[config.mk]
export PLATFORM = sky130hd
export DESIGN_NAME = imm_decode_stage
export DESIGN_NICKNAME = d
export VERILOG_FILES = /design/src/rtl/imm_decode_stage.sv
export SDC_FILE = /design/constraint.sdc
export NUM_CORES = 1
export LEC_CHECK = 0
export ABC_AREA = 1
export BUFFER_PORTS_ARGS = -buffer_cell sky130_fd_sc_hd__buf_2
export CORE_ASPECT_RATIO = 2
export CORE_UTILIZATION = 40
export CTS_CLUSTER_SIZE = 10
export DETAILED_ROUTE_END_ITERATION = 10
export GPL_TIMING_DRIVEN = 0
export SETUP_SLACK_MARGIN = 0.5
export SLEW_MARGIN = 10
export SYNTH_ARGS = -nofsm -noshare
export SYNTH_HDL_FRONTEND = slang
export SYNTH_SLANG_ARGS = --single-unit
[constraint.sdc]
create_clock -name clk -period 1.4 [get_ports clk]
set_clock_uncertainty 0.05 [all_clocks]
set_input_delay 0.21 -clock clk [delete_from_list [all_inputs] [get_ports clk]]
set_output_delay 0.21 -clock clk [all_outputs]
set_load 0.05 [all_outputs]
[src/rtl/imm_decode_stage.sv]
// imm_decode_stage: RV immediate decoder feeding a 2-entry skid buffer (head + skid).
// Define IMM_ZICSR_EN to decode SYSTEM (1110011) as CSR zimm / CSR-address immediates.
module imm_decode_stage #(
  parameter int XLEN  = 32,
  parameter int TAG_W = 32
) (
  input  logic             clk,
  input  logic             reset_n,
  input  logic             flush,
  input  logic             in_valid,
  output logic             in_ready,
  input  logic [31:0]      in_inst,
  input  logic [TAG_W-1:0] in_tag,
  output logic             out_valid,
  input  logic             out_ready,
  output logic [XLEN-1:0]  out_imm,
  output logic [2:0]       out_fmt,
  output logic             out_illegal,
  output logic [TAG_W-1:0] out_tag
);

  localparam logic [2:0] FMT_NONE = 3'd0;
  localparam logic [2:0] FMT_I    = 3'd1;
  localparam logic [2:0] FMT_S    = 3'd2;
  localparam logic [2:0] FMT_B    = 3'd3;
  localparam logic [2:0] FMT_U    = 3'd4;
  localparam logic [2:0] FMT_J    = 3'd5;
`ifdef IMM_ZICSR_EN
  localparam logic [2:0] FMT_Z    = 3'd6;
`endif

  typedef enum logic [1:0] {
    OCC_EMPTY = 2'd0,
    OCC_ONE   = 2'd1,
    OCC_TWO   = 2'd2
  } occ_e;

  typedef struct packed {
    logic [XLEN-1:0]  imm;
    logic [2:0]       fmt;
    logic             illegal;
    logic [TAG_W-1:0] tag;
  } entry_t;

  occ_e        occ_q, occ_d;
  entry_t      head_q, head_d;
  entry_t      skid_q, skid_d;
  logic        inReady_q;
  logic [31:0] decImm32;
  logic [2:0]  decFmt;
  logic        decIll;
  entry_t      newEntry;
  logic        accept;
  logic        drain;

  // Every format fits in 32 bits with its sign at bit 31 (zimm has bit 31 clear),
  // so a single 32->XLEN sign extension covers both XLEN settings.
  always_comb begin
    decImm32 = '0;
    decFmt   = FMT_NONE;
    decIll   = 1'b0;
    if (in_inst[1:0] != 2'b11) begin
      decIll = 1'b1;
    end else begin
      case (in_inst[6:0])
        7'b0010011, 7'b0000011, 7'b1100111: begin
          decImm32 = {{20{in_inst[31]}}, in_inst[31:20]};
          decFmt   = FMT_I;
        end
        7'b0100011: begin
          decImm32 = {{20{in_inst[31]}}, in_inst[31:25], in_inst[11:7]};
          decFmt   = FMT_S;
        end
        7'b1100011: begin
          decImm32 = {{19{in_inst[31]}}, in_inst[31], in_inst[7], in_inst[30:25], in_inst[11:8], 1'b0};
          decFmt   = FMT_B;
        end
        7'b1101111: begin
          decImm32 = {{11{in_inst[31]}}, in_inst[31], in_inst[19:12], in_inst[20], in_inst[30:21], 1'b0};
          decFmt   = FMT_J;
        end
        7'b0110111, 7'b0010111: begin
          decImm32 = {in_inst[31:12], 12'b0};
          decFmt   = FMT_U;
        end
        7'b0110011: begin
          decIll = 1'b0;
        end
`ifdef IMM_ZICSR_EN
        7'b1110011: begin
          if (in_inst[14:12] inside {3'b101, 3'b110, 3'b111}) begin
            decImm32 = {27'b0, in_inst[19:15]};
            decFmt   = FMT_Z;
          end else begin
            decImm32 = {{20{in_inst[31]}}, in_inst[31:20]};
            decFmt   = FMT_I;
          end
        end
`endif
        default: begin
          decIll = 1'b1;
        end
      endcase
    end
  end

  assign newEntry.imm     = XLEN'($signed(decImm32));
  assign newEntry.fmt     = decFmt;
  assign newEntry.illegal = decIll;
  assign newEntry.tag     = in_tag;

  assign accept = in_valid && inReady_q;
  assign drain  = out_valid && out_ready;

  // Head always holds the oldest entry; the skid only fills while the head is stalled.
  always_comb begin
    occ_d  = occ_q;
    head_d = head_q;
    skid_d = skid_q;
    if (flush) begin
      occ_d = OCC_EMPTY;
    end else begin
      case (occ_q)
        OCC_EMPTY: begin
          if (accept) begin
            head_d = newEntry;
            occ_d  = OCC_ONE;
          end
        end
        OCC_ONE: begin
          if (accept && drain) begin
            head_d = newEntry;
          end else if (accept) begin
            skid_d = newEntry;
            occ_d  = OCC_TWO;
          end else if (drain) begin
            occ_d = OCC_EMPTY;
          end
        end
        OCC_TWO: begin
          if (drain) begin
            head_d = skid_q;
            occ_d  = OCC_ONE;
          end
        end
        default: begin
          occ_d = OCC_EMPTY;
        end
      endcase
    end
  end

  always_ff @(posedge clk or negedge reset_n) begin
    if (!reset_n) begin
      occ_q     <= OCC_EMPTY;
      head_q    <= '0;
      skid_q    <= '0;
      inReady_q <= 1'b1;
    end else begin
      occ_q     <= occ_d;
      head_q    <= head_d;
      skid_q    <= skid_d;
      inReady_q <= (occ_d != OCC_TWO);
    end
  end

  assign in_ready    = inReady_q;
  assign out_valid   = (occ_q != OCC_EMPTY);
  assign out_imm     = head_q.imm;
  assign out_fmt     = head_q.fmt;
  assign out_illegal = head_q.illegal;
  assign out_tag     = head_q.tag;

endmodule

======== After elaboration in Yosys (flattened, before gate mapping) ========
Index checks and enable logic that the tools add are counted.
operators by class
  eq/ne operators ......................... 16
  muxes and demuxes ....................... 17
  reductions and logical operators ........ 11
  bitwise operators ....................... 2
operator list
  operator                                                          number
  68-bit 2-to-1 mux                                                 3
  68-bit one-hot mux with 3 select lines                            1
  32-bit one-hot mux with 5 select lines                            1
  32-bit 2-to-1 mux                                                 1
  7-bit by 6-bit == test with 1-bit output (second input constant)  3
  7-bit == test (second input constant)                             3
  3-bit one-hot mux with 5 select lines                             1
  7-bit by 5-bit == test with 1-bit output (second input constant)  2
  2-bit 2-to-1 mux                                                  6
  2-bit != test (second input constant)                             5
  9-bit OR reduction                                                1
  7-bit by 2-bit == test with 1-bit output (second input constant)  1
  2-bit one-hot mux with 3 select lines                             1
  5-bit AND reduction                                               1
  4-bit AND reduction                                               1
  1-bit logical AND                                                 3
  3-bit 2-to-1 mux                                                  1
  3-bit nonzero test                                                1
  3-bit OR reduction                                                1
  2-bit by 1-bit == test with 1-bit output (second input constant)  1
  2-bit == test (second input constant)                             1
  2-bit logical NOT                                                 1
  1-bit 2-to-1 mux                                                  2
  1-bit inverter                                                    2
  2 further kinds                                                   2
storage, ports and cells
  output and inout bits ................... 70
  word-level logic and storage cells ...... 56
  flip-flop bits (word level) ............. 139

======== Longest topological paths before layout ========
  word-level depth ........................ 8
  depth in mapped cells ................... 11

======== Worst setup path after synthesis ========
OpenSTA, ideal clock, no wires.
  path kind ............................... register to register
  start ................................... reg inReady_q, in the netlist in_ready
  end ..................................... reg skid_q[60] in the netlist's numbering
  required time ........................... 1267 ps
  cell stages (with the launch flop) ...... 7
  arrival time ............................ 1612 ps
  clock period less this slack ............ 1745 ps
  path buffers ............................ 2
  path slack .............................. -345 ps
  path through ............................ dfstp_2 > nand2_1 > nor4_4 > buf_4 > buf_2 > nand2_1 > o21ai_0
on the way
  longest elaborated chain between the ends .. 4
ends and longest elaborated chain
  what                             RTL line  text
  start: declaration               48        logic inReady_q;
  start signal: assignment         163       inReady_q <= (occ_d != OCC_TWO);
  1-bit logical AND *              112       assign accept = in_valid && inReady_q;
  1-bit logical AND                131       if (accept && drain) begin
  1-bit inverter (no line)         --
  4-bit AND reduction (no line) *  --
  end signal: assignment           162       skid_q <= skid_d;
  end: declaration                 47        entry_t skid_q, skid_d;
Mark *: on every way between the ends. The rest lies on a longest branch, timed or not.
A chain may end at the register's enable or synchronous reset.

======== Worst setup path in the final report ========
  start ................................... reg inReady_q, in the netlist in_ready
  end ..................................... reg skid_q[30] in the netlist's numbering
Same word-level chain as after synthesis.

==> summary.md <==
| Metric | Value |
|---|---|
| Worst hold slack across all endpoints | `-0.3848 ns` |
| Setup repair after global routing missed its margin | `true` |
| Synthesized-area fraction occupied by ao, oa, aoi and oai cells | `8.762%` |
| Floorplan die height | `between 150 and 200 µm` |
| Count of hold-fix buffers inserted at cts | `32` |
| Residual DRC | `0` |
| Finished layout cell area | `between 0.01 and 0.015 mm²` |
| Number of levels in the clock H-tree | `4` |
| Xor and xnor area share after synthesis | `0%` |
| Count of distinct cell types in the synthesized netlist | `26` |
| Number of global-route vias before repair | `roughly 6400` |
| Pwr Density | `1332 mW/mm²` |
| Most used cells in the layout excluding fill and tap cells | `sky130_fd_sc_hd__nand2_1, sky130_fd_sc_hd__dfrtp_1, sky130_fd_sc_hd__buf_6` |
| Post-detailed-placement cell area | `0.007657 mm²` |
| CTS tree | `yes` |
| Kind of critical path | `flip-flop to flip-flop` |
| Reg clk slew, reported paths | `0.06 ns` |
| Effective utilization at floorplan | `40.76%` |
| Pin count of the biggest net entering global routing | `100` |
| Worst Path Arrival | `1.95 ns` |
| Area growth, synth to finish | `54.96%` |
| Time the final worst path needs with I/O delays and setup | `1.651 ns` |
| Number of failing hold endpoints at the final stage | `43` |
| Syn nets | `930` |
| Post-synthesis register bit count | `139` |
| Tcrit/Tclk final | `117.9%` |
| Antenna violations before repair | `0` |
| DR vias/cell | `4.906` |
| Class of the worst hold path | `input pin to asynchronous set/reset pin` |
| TritonRoute pass-1 iters | `5` |
| Core ar. | `approximately 0.016 mm²` |
| Routability congestion estimate from global placement | `0.8750` |
| Final TNS setup | `-24.70 ns` |
| Critical path launch point type | `flip-flop` |
| Mux contribution to synthesized area | `0%` |
| Final count of pins violating max slew | `0` |
| Critical Path Fanout Max | `8` |
| Main combinational cell family by area after synthesis | `simple AND/OR/NAND/NOR gates` |
| Total of max-cap violations | `0` |
| Outcome | `finished, violations left` |
| Proportion of layout cells with a drive suffix above 1 | `32.88%` |
| YS warnings | `0` |
| Floorplan die width | `92.81 µm` |
| Master cell of the clock root buffer | `sky130_fd_sc_hd__clkbuf_16` |
| Clock Tree Buf Depth | `2` |
| I/O pin total | `139` |
| Sequential-to-total area share from yosys stat | `between 50% and 60%` |
| Overall routing resource usage | `~24%` |
| Clock buffers created by TritonCTS | `17` |
| Count of vias placed by the detailed router | `6461` |
| Sort of element at the end of the critical path | `flip-flop` |
| DRC violation total after the first TritonRoute iteration | `between 200 and 250` |
| Total area of sequential cells | `0.003480 mm²` |
| Synth Area in Adders | `0%` |
| Die footprint | `0.01704 mm²` |
| Row cnt | `66` |
| Worst slack, placed | `-0.5394 ns` |
| Area occupied by multi-input gates | `about 0.003 mm²` |
| Setup violations, final | `138` |
| Mean post-synth cell area | `7.663 µm²` |
| FILL cells | `1437` |
| Total power of the final layout | `13.62 mW` |
| Global-route wire length before repair | `31710 µm` |
| Port bufs | `between 100 and 150` |
| Peak supply drop | `roughly 0.97 mV` |
| Wire length per cell | `15.94 µm` |
| Sinks on Clock Net | `between 100 and 150` |
| Reg2Reg Launch Point | `in_ready` |
| Headroom to the max-slew limit | `65.26%` |
| Synth Cell Area | `0.006598 mm²` |
| Required time reported for the critical path endpoint | `1.70 ns` |
| Simple-gate share of the synthesized area | `between 30% and 40%` |
| Fmax achieved | `approximately 0.6 GHz` |
| Sum of net half-perimeters after detailed placement | `13750 µm` |
| Violated checks | `hold timing, setup timing` |
| Global route total overflow | `0` |
| Least setup slack across all paths after layout | `-0.2510 ns` |
| Gate count after technology mapping | `roughly 860` |
| Worst-Skew Late Latency | `0.42 ns` |
| ANT nets after route | `0` |
| Total Wirelength | `about 21000 µm` |
| Final layout net count | `around 1200` |
| Inserted Diodes | `0` |
| Actual transition at the worst max-transition pin | `about 0.52 ns` |
| Static leakage | `5.595 nW` |
| Most common cell after layout, fill and taps aside | `sky130_fd_sc_hd__nand2_1` |
| Critical path startpoint | `in_ready` |
## cell families after synthesis
group | after synthesis
flops | 139
simple gates | 507
compound gates | 107
buf+inv | 108
## cell type report
cell class	instances	area share, %
Sequential cell	139	34.03
Multi-Input combinational cell	614	28.80
Timing Repair Buffer	220	20.36
Buffer	51	5.605
Clock buffer	20	4.369
Tap cell	204	2.497
Inverter	57	2.191
Clock inverter	12	2.142
## metrics by stage
| step | utilization, % | std cells | hold WS (ns) |
|---|---|---|---|
| floorplan | - | 861 | -0.1356 |
| global placement | 47.08 | 1203 | 0.3783 |
| detailed placement | 47.31 | 1204 | 0.06094 |
| CTS | 57.42 | 1286 | -0.3855 |
| global route | 63.16 | 1317 | -0.3723 |
| finish | 63.16 | 1317 | -0.3848 |
## power by group
group	switching [mW]	leakage (nW)	internal, mW
combinational	2.03	3.52	1.37
sequential	0.387	1.76	4.72
clock	1.72	0.320	3.38
total	4.14	5.60	9.48
## path summary, 6_finish.rpt
path	to	slack (ns)	depth (start not counted)
max	skid_q[30]	-0.25	8
min	out_imm[26]	-0.38	1
max reg2reg	skid_q[30]	-0.25	8
min reg2reg	skid_q[8]	0.42	2
max in group asynchronous	out_tag[8]	0.87	2
min in group clk	skid_q[41]	0.03	3
## worst max-delay path, cell delays in order (launching register included)
cell and delay (ns):
sky130_fd_sc_hd__dfstp_2 0.55, sky130_fd_sc_hd__nand2_4 0.06, sky130_fd_sc_hd__nor4_4 0.21, sky130_fd_sc_hd__buf_6 0.17
sky130_fd_sc_hd__buf_12 0.15, sky130_fd_sc_hd__buf_12 0.13, sky130_fd_sc_hd__clkbuf_16 0.16, sky130_fd_sc_hd__nand2_2 0.05
sky130_fd_sc_hd__nand2_1 0.05
## layer usage
| metal | GRT usage, % | vias up | wire (µm) |
|---|---|---|---|
| met3 | 3.763 | 45 | 727 |
| met1 | 25.58 | 3057 | 7649 |
| met4 | 13.05 | 0 | 803 |
| met2 | 44.94 | 172 | 11810 |
| li1 | - | 3187 | - |
| met5 | 0 | - | 0 |
## timing repair
item,CTS,global route
hold endpoints to repair,75,40
setup endpoints to repair,209,209
cloned,6,5
pin swaps,12,20
buffers inserted,12,26
gates resized for setup,138,262
## synth_stat cells (all sizes together)
master,n,area share [%]
a21oi,31,2.4
a31oi,32,3.0
buf,33,3.2
clkbuf,18,1.0
dfrtp,138,52
dfstp,1,0.40
inv,57,3.2
nand2,388,22
nand3,52,4.1
nand4,3,0.51
nor2,61,3.7
nor3,1,0.076
nor4,1,0.32
o211ai,1,0.11
o21ai,43,3.3
or2,1,0.095
## flip-flops by register name, summed over array words and instances (netlist names)
register,cells
occ_q,2
out_tag,32
out_illegal,1
in_ready,1
out_fmt,3
skid_q,68
out_imm,32
Note: power is estimated with default switching activity, not from simulation.
